## src/rtl/systolic_feeder.sv

```systemverilog
// systolic_feeder
//   Accepts one pair of SIZE x SIZE 8-bit operand matrices and streams them into
//   a systolic array as diagonally skewed lanes. Lane i of A carries row i and is
//   delayed by i cycles. Lane j of B carries column j and is delayed by j cycles.
//   Feeding takes 2*SIZE-1 cycles. The outputs then stay quiet for DRAIN_CYCLES
//   cycles so the array can finish, and done pulses for one cycle.
//
// Parameters
//   SIZE          array dimension (operand matrices are SIZE x SIZE)
//   DRAIN_CYCLES  idle cycles between the last operand and done
//
// Ports
//   clk       rising-edge clock
//   reset     asynchronous, active-low reset
//   in_valid  matrix pair offered on a_mat/b_mat
//   in_ready  high only while idle; a transfer happens when in_valid && in_ready
//   a_mat     operand A, a_mat[row][k]
//   b_mat     operand B, b_mat[k][col] (b_mat[col][k] with FEEDER_TRANSPOSE_B_EN)
//   a_in      skewed A lane per array row, qualified by valid_a
//   b_in      skewed B lane per array column, qualified by valid_b
//   busy      high while feeding or draining
//   done      one-cycle pulse once the multiply has drained
//
// Build option
//   FEEDER_TRANSPOSE_B_EN  when defined, b_mat is read as B transposed.
module systolic_feeder #(
  parameter int SIZE         = 4,
  parameter int DRAIN_CYCLES = 2 * SIZE,
  localparam int DATA_W      = 8
) (
  input  logic                                    clk,
  input  logic                                    reset,
  input  logic                                    in_valid,
  output logic                                    in_ready,
  input  logic [SIZE-1:0][SIZE-1:0][DATA_W-1:0]   a_mat,
  input  logic [SIZE-1:0][SIZE-1:0][DATA_W-1:0]   b_mat,
  output logic [SIZE-1:0][DATA_W-1:0]             a_in,
  output logic [SIZE-1:0]                         valid_a,
  output logic [SIZE-1:0][DATA_W-1:0]             b_in,
  output logic [SIZE-1:0]                         valid_b,
  output logic                                    busy,
  output logic                                    done
);

  localparam int T_LAST_I = 2 * SIZE - 2;
  localparam int CNT_MAX  = (T_LAST_I > DRAIN_CYCLES) ? T_LAST_I : DRAIN_CYCLES;
  localparam int CW       = (CNT_MAX > 0) ? $clog2(CNT_MAX + 1) : 1;
  localparam int IW       = (SIZE > 1) ? $clog2(SIZE) : 1;

  localparam logic [CW-1:0] T_LAST = CW'(T_LAST_I);
  localparam logic [CW-1:0] D_LAST = (DRAIN_CYCLES > 0) ? CW'(DRAIN_CYCLES - 1) : '0;

  typedef enum logic [1:0] {IDLE, FEED, DRAIN, DONE} state_t;

  state_t                                state;
  logic [CW-1:0]                         t_cnt;
  logic [CW-1:0]                         drain_cnt;
  logic [SIZE-1:0][SIZE-1:0][DATA_W-1:0] a_buf;
  logic [SIZE-1:0][SIZE-1:0][DATA_W-1:0] b_buf;

  logic [SIZE-1:0][SIZE-1:0][DATA_W-1:0] a_src;
  logic [SIZE-1:0][SIZE-1:0][DATA_W-1:0] b_src;
  logic [CW-1:0]                         t_nxt;
  logic [SIZE-1:0][DATA_W-1:0]           a_lane_p0;
  logic [SIZE-1:0][DATA_W-1:0]           b_lane_p0;
  logic [SIZE-1:0]                       vld_a_p0;
  logic [SIZE-1:0]                       vld_b_p0;
  int                                    k;

  // ---- stage p0: lane values for the feed step about to be registered ----
  // At the transfer edge the buffers are not loaded yet, so step t=0 is taken
  // straight from the input matrices. Every later step reads the buffers.
  always_comb begin
    a_src     = (state == IDLE) ? a_mat : a_buf;
    b_src     = (state == IDLE) ? b_mat : b_buf;
    t_nxt     = (state == IDLE) ? '0 : t_cnt + CW'(1);
    a_lane_p0 = '0;
    b_lane_p0 = '0;
    vld_a_p0  = '0;
    vld_b_p0  = '0;
    k         = 0;
    for (int i = 0; i < SIZE; i++) begin
      k = int'(t_nxt) - i;
      if (k >= 0 && k < SIZE) begin
        vld_a_p0[i]  = 1'b1;
        vld_b_p0[i]  = 1'b1;
        a_lane_p0[i] = a_src[i][IW'(k)];
`ifdef FEEDER_TRANSPOSE_B_EN
        b_lane_p0[i] = b_src[i][IW'(k)];
`else
        b_lane_p0[i] = b_src[IW'(k)][i];
`endif
      end
    end
  end

  // Operand buffers load only on a transfer. They stay frozen for the rest of the
  // operation.
  always_ff @(posedge clk) begin
    if (state == IDLE && in_valid) begin
      a_buf <= a_mat;
      b_buf <= b_mat;
    end
  end

  // ---- stage p1: control FSM and registered lane outputs ----
  always_ff @(posedge clk or negedge reset) begin
    if (!reset) begin
      state     <= IDLE;
      t_cnt     <= '0;
      drain_cnt <= '0;
      a_in      <= '0;
      b_in      <= '0;
      valid_a   <= '0;
      valid_b   <= '0;
      in_ready  <= 1'b1;
      busy      <= 1'b0;
      done      <= 1'b0;
    end else begin
      case (state)
        IDLE: begin
          if (in_valid) begin
            state    <= FEED;
            t_cnt    <= '0;
            a_in     <= a_lane_p0;
            b_in     <= b_lane_p0;
            valid_a  <= vld_a_p0;
            valid_b  <= vld_b_p0;
            in_ready <= 1'b0;
            busy     <= 1'b1;
          end
        end
        FEED: begin
          if (t_cnt == T_LAST) begin
            a_in      <= '0;
            b_in      <= '0;
            valid_a   <= '0;
            valid_b   <= '0;
            drain_cnt <= '0;
            if (DRAIN_CYCLES == 0) begin
              state <= DONE;
              busy  <= 1'b0;
              done  <= 1'b1;
            end else begin
              state <= DRAIN;
            end
          end else begin
            t_cnt   <= t_nxt;
            a_in    <= a_lane_p0;
            b_in    <= b_lane_p0;
            valid_a <= vld_a_p0;
            valid_b <= vld_b_p0;
          end
        end
        DRAIN: begin
          if (drain_cnt == D_LAST) begin
            state <= DONE;
            busy  <= 1'b0;
            done  <= 1'b1;
          end else begin
            drain_cnt <= drain_cnt + CW'(1);
          end
        end
        DONE: begin
          state    <= IDLE;
          done     <= 1'b0;
          in_ready <= 1'b1;
        end
        default: begin
          state    <= IDLE;
          busy     <= 1'b0;
          done     <= 1'b0;
          in_ready <= 1'b1;
        end
      endcase
    end
  end

endmodule

```

## config.mk

```make
export PLATFORM = sky130hd
export DESIGN_NAME = systolic_feeder
export DESIGN_NICKNAME = d
export VERILOG_FILES = /design/src/rtl/systolic_feeder.sv
export SDC_FILE = /design/constraint.sdc
export NUM_CORES = 1
export LEC_CHECK = 0
export ABC_AREA = 1
export BUFFER_PORTS_ARGS = -buffer_cell sky130_fd_sc_hd__buf_2
export CAP_MARGIN = 25
export CELL_PAD_IN_SITES_DETAIL_PLACEMENT = 0
export CELL_PAD_IN_SITES_GLOBAL_PLACEMENT = 1
export CORE_AREA = 2 2 148 222
export DETAILED_ROUTE_END_ITERATION = 12
export DIE_AREA = 0 0 150 224
export PLACE_DENSITY = 0.85
export SYNTH_ARGS = -nofsm -noshare
export SYNTH_HDL_FRONTEND = slang
export SYNTH_SLANG_ARGS = --single-unit
```

## constraint.sdc

```tcl
create_clock -name clk -period 20.5 [get_ports clk]
set_clock_uncertainty 0.1 [all_clocks]
set_input_delay 4.1 -clock clk [delete_from_list [all_inputs] [get_ports clk]]
set_output_delay 4.1 -clock clk [all_outputs]
set_load 0.1 [all_outputs]
```

After elaboration in Yosys (flattened, before gate mapping)
Cells that the tools add are included.
{ "word_totals": {"elab_cells": 157, "in_bits": 259, "regBits": 337, "out_inout_bits": 75} }
{ "classes": {"addsub": 5, "mux": 65, "magnitude_cmp": 12, "eq_ne": 10, "n_reduce_logical": 18} }
{ "op_table": {"columns": ["op", "count"], "rows": [
  ["$bmux 32 s2", 4],
  ["$mux 128", 2],
  ["$mux 32", 6],
  ["$mux 8", 18],
  ["$pmux 32 s2", 2],
  ["$bmux 8 s2", 4],
  ["$mux 24", 2],
  ["$mux 16", 2],
  ["$mux 4", 7],
  ["$pmux 4 s2", 3],
  ["$lt 2x4->1 const B", 4],
  ["$ge 5x1->1 const B", 3],
  ["$lt 5x4->1 const B", 3],
  ["$reduce_and 3->1", 4],
  ["$ne 2x2->1 const B", 5],
  ["$reduce_bool 2->1", 5],
  ["$sub 4x2->5 const B", 2],
  ["$add 4x1->4 const B", 2],
  ["$eq 4x3->1 const B", 2],
  ["$mux 1", 8],
  ["$pmux 2 s4", 1],
  ["$mux 2", 3],
  ["$pmux 1 s2", 3],
  ["$reduce_and 2->1", 3],
  ["7 further kinds", 12]
]} }

Logic depth before layout (Yosys ltp)
{ "logic_depth": {"depth_word": 9, "ltp_mapped": 17, "depth_no_buf": 14} }

Worst setup path after synthesis
Ideal clock, no wire load.
{ "synth_timing": {"path_type": "input to register", "start": "in in_valid", "end": "reg a_buf[0] (netlist name), enable pin", "n_path_buf": 0, "cell_stages": 2, "t_arrival_ns": 9.123, "setup_time_ns": 0.606, "t_required_ns": 19.794, "slack_ns": 10.670, "cell_sequence": "nand2_2 -> inv_1"} }
{ "synth_via": {"elab_chain_cells": 1} }
{ "synth_rtl": {"columns": ["element", "line_no", "source"], "rows": [
  ["start: declaration", "33", "input logic in_valid,"],
  ["$logic_and 1x1->1", "100", "if (state == IDLE && in_valid) begin"],
  ["end signal: assignment", "101", "a_buf <= a_mat;"],
  ["end: declaration", "58", "logic [SIZE-1:0][SIZE-1:0][DATA_W-1:0] a_buf;"]
]} }
Every way passes these cells.
A chain may end at the register's enable or synchronous reset.

Worst setup path after layout
{ "layout_timing": {"start": "in in_valid", "end": "reg b_buf[66] (netlist name), enable pin"} }
{ "layout_via": {"elab_chain_cells": 1} }
{ "layout_rtl": {"columns": ["element", "line_no", "source"], "rows": [
  ["$logic_and 1x1->1", "100", null],
  ["end signal: assignment", "102", "b_buf <= b_mat;"],
  ["end: declaration", "59", "logic [SIZE-1:0][SIZE-1:0][DATA_W-1:0] b_buf;"]
]} }
Every way passes these cells.

==> reports/metrics.yaml <==
routing:
  dr.pass1.iters: 4
  wl_per_cell_um: 18.8
  detail-route-antenna-nets: 0
  num_vias: 10322
  routed_via_density: 5.11
  drtIter0Drc: 689
  drc: 0
  wl_mm: 38.0
status:
  status: "finished, final reports clean"
clock_tree:
  root_buffer: "clkbuf_16"
  cts_tree: "built"
  cts_made_buffers: 34
  clk_pin_slew_ns: 0.06
  htree_levels: 2
  clk_latency_ns: 0.52
  post_cts_buffers: 0
  cts_hold_buffers: 0
  clock_path_buffers: 3
  ctsResizeCount: 0
  cts_sinks: 337
critical_path:
  critPathTopFamily: "buffers and inverters"
  crit_path_max_incr_delay_ns: 0.47
  crit_fanout: 95
  rr_startpoint: "t_cnt[0]$_DFFE_PN0P_"
  path_cells: "buf_2 > nand2_2 > inv_8 > buf_4 > buf_16 > buf_4 > buf_16"
  reg2reg_depth: 14
  worst_path_max_delay_cell: "inv_8"
  crit_type: "in -> reg"
  endpoint_kind: "flop"
  crit_buf_inv: 6
  crit_arrival_ns: 6.25
  worstReg2RegEnd: "a_in[23]$_DFFE_PN0P_"
  required_ns: 20.57
  start_kind: "input pin"
  rrSetupSlack_ns: 16.09
synthesis:
  post_synth_and_or_nand_nor_area_fraction_pct: 17.1
  synth.distinct_cells: 40
  synth_top_family_by_area: "simple AND/OR/NAND/NOR gates"
  synth_most_common_cell: "nand2_1"
  synth-xor-area-share_pct: 0.186
  ys_seq_elements: 337
  netlist.area_leader.share_pct: 54.4
  syn_area_um2: 14100
  syn_inst: 1250
  yosys-top-cells-area: "edfxtp_1 54%, dfrtp_1 14%, nand2_1 7.7%, nand3_1 3.5%, nor2_1 3.1%"
  synth-async-reset-ratio_pct: 24.0
  synth-compound-area-share_pct: 7.87
  synthTopCellsByCount: "291 x nand2_1, 256 x edfxtp_1, 118 x nor2_1"
  synth_enable_flop_cells: 256
  synth_top_area_cell: "edfxtp_1"
  synthMuxAreaShare_pct: 0
  ys_warn_count: 0
  ys_seq_area_share_pct: 68.8
  synth_fp_nets: 1523
  synthFlopType: "edfxtp_1"
  synth_fa_ha_area_share_pct: 1.24
  synth.avg_cell_area_um2: 11.3
timing:
  maxClockFrequency_ghz: 0.162
  finalHoldViolations: 0
  period_share_pct: 30.2
  report.final.slew_viol_count: 0
  finalCriticalPeriod_ns: 6.19
  tightest_slew_ns: 1.02
  setup_viol: 0
  relSlewSlack_pct: 31.8
  rsz0062_at_grt: "false"
  tns_ns: 0
finish:
  fillers: 2772
  multi_input_area_um2: 3740
  fin_nets: 1842
  drive_gt1_share_pct: 29.6
  instances_no_fill: 2018
  area_delta_synth_final_pct: 22.9
  ff_latch_area_um2: 9720
  final_util_pct: 54.9
floorplan:
  initial_utilization_pct: 44.6
  core_area_um2: 31600
  die_h_um: 224
  io_pins: 334
  die_w_um: 150
  die-area_um2: 33600
  placement_rows: 80
power_and_ir_drop:
  power_density_nw_per_um2: 168
  peakVddDrop_v: 0.000103
  p_leak_nw: 7.62
placement:
  port_buffers: 333
  gp_congestion: 0.813
  hpwl_mm: 24.8
  dp_cells: 1941
grt:
  antenna_found_initial: 14
  grtUsageTotal_pct: 22.6
  grt_pass1_wl_mm: 58.0
  grt_pass1_vias: 10587
  grt-ovfl-total: 0
  grt_max_degree: 96
flow_run:
  drv_cap: 0
min_path:
  holdPathEnd: "b_in[22]$_DFFE_PN0P_"
  hold_path.class: "reg -> reg"
  hp-start: "b_in[22]$_DFFE_PN0P_"
  hold_path_depth: 2
worst max path at each step:
| stage | start | to | slack (ns) | cells after the start |
|---|---|---|---|---|
| after global routing | in_valid | b_buf[2]$_DFFE_PP_ | 14.19 | 7 |
| final | in_valid | b_buf[66]$_DFFE_PP_ | 14.31 | 7 |
| after global placement | in_valid | a_buf[11]$_DFFE_PP_ | 13.27 | 5 |
| after CTS | in_valid | b_buf[2]$_DFFE_PP_ | 13.74 | 5 |
| after floorplan | in_valid | a_buf[0]$_DFFE_PP_ | 10.67 | 2 |
| after detailed placement | in_valid | a_buf[11]$_DFFE_PP_ | 13.18 | 5 |
cells by family after synthesis:
kind of cell / after synthesis
xor+xnor: 3
buf+inv: 149
fa+ha+maj: 14
flops: 337
simple gates: 566
compound gates: 181
cells in the final DEF (no fill, tap or decap), drive strengths merged, types with 2 or more instances in the layout:
cell type  count
nand2        297
o221ai         6
nand3        100
a21oi          6
bufinv         5
buf          347
clkinv         6
inv           85
diode         14
nor2         122
o21bai         4
xor2           2
nand4          9
dfrtp         80
clkinvlp       2
o21ai         98
or2           37
o22ai         48
clkbuf        48
o31ai          2
o211ai         2
edfxtp       256
ha            14
a22oi          4
o21a          10
worst register-to-register path: stages (launching register included):
cell,delay (ns)
dfrtp_1,0.75
inv_1,0.26
ha_1,0.50
nor2_4,0.82
inv_1,0.17
buf_4,0.33
ha_1,0.25
inv_1,0.12
xor2_1,0.09
nor3_1,0.15
ha_1,0.19
nand2_2,0.06
inv_2,0.31
nand3_1,0.15
nand2_1,0.09
sequential cells by signal, summed over array words and instances, names as in the netlist, 2 cells and up:
signal / flops
a_buf: 128
b_buf: 128
a_in: 32
b_in: 32
drain_cnt: 4
t_cnt: 4
valid_b: 4
state: 2
cell type report:
class | count | area share (%)
Antenna cell | 14 | 0.202
Clock buffer | 48 | 5.85
Clock inverter | 13 | 1.14
Inverter | 85 | 1.90
Multi-Input combinational cell | 764 | 21.5
Sequential cell | 337 | 56.0
Tap cell | 410 | 2.96
Timing Repair Buffer | 347 | 10.5
metal layers:
metal | part of all wire (%) | track usage, %
met5 | 0 | 0
met4 | 3.7 | 9.56
met3 | 6.1 | 3.75
met2 | 52 | 40.4
met1 | 38 | 26.7
stage by stage:
stage               hold slack (ns)  power (W)  cell area [um2]  worst slack, ns
floorplan                     0.379    0.00196            14100            10.67
global route                  0.396    0.00308            17400            14.19
global placement              0.358    0.00225            16100            13.27
detailed placement            0.359    0.00226            16100            13.18
finish                        0.374    0.00291            17400            14.31
CTS                           0.376    0.00293            17300            13.74
report_power, final:
part | internal [W] | total, W | leakage (nW) | switching (W)
clock | 0.000409 | 0.000666 | 0.594 | 0.000257
sequential | 0.000894 | 0.000950 | 3.43 | 0.0000562
combinational | 0.000294 | 0.00130 | 3.60 | 0.00100
total | 0.00160 | 0.00291 | 7.62 | 0.00131
Power figures use the tool's default switching activity.
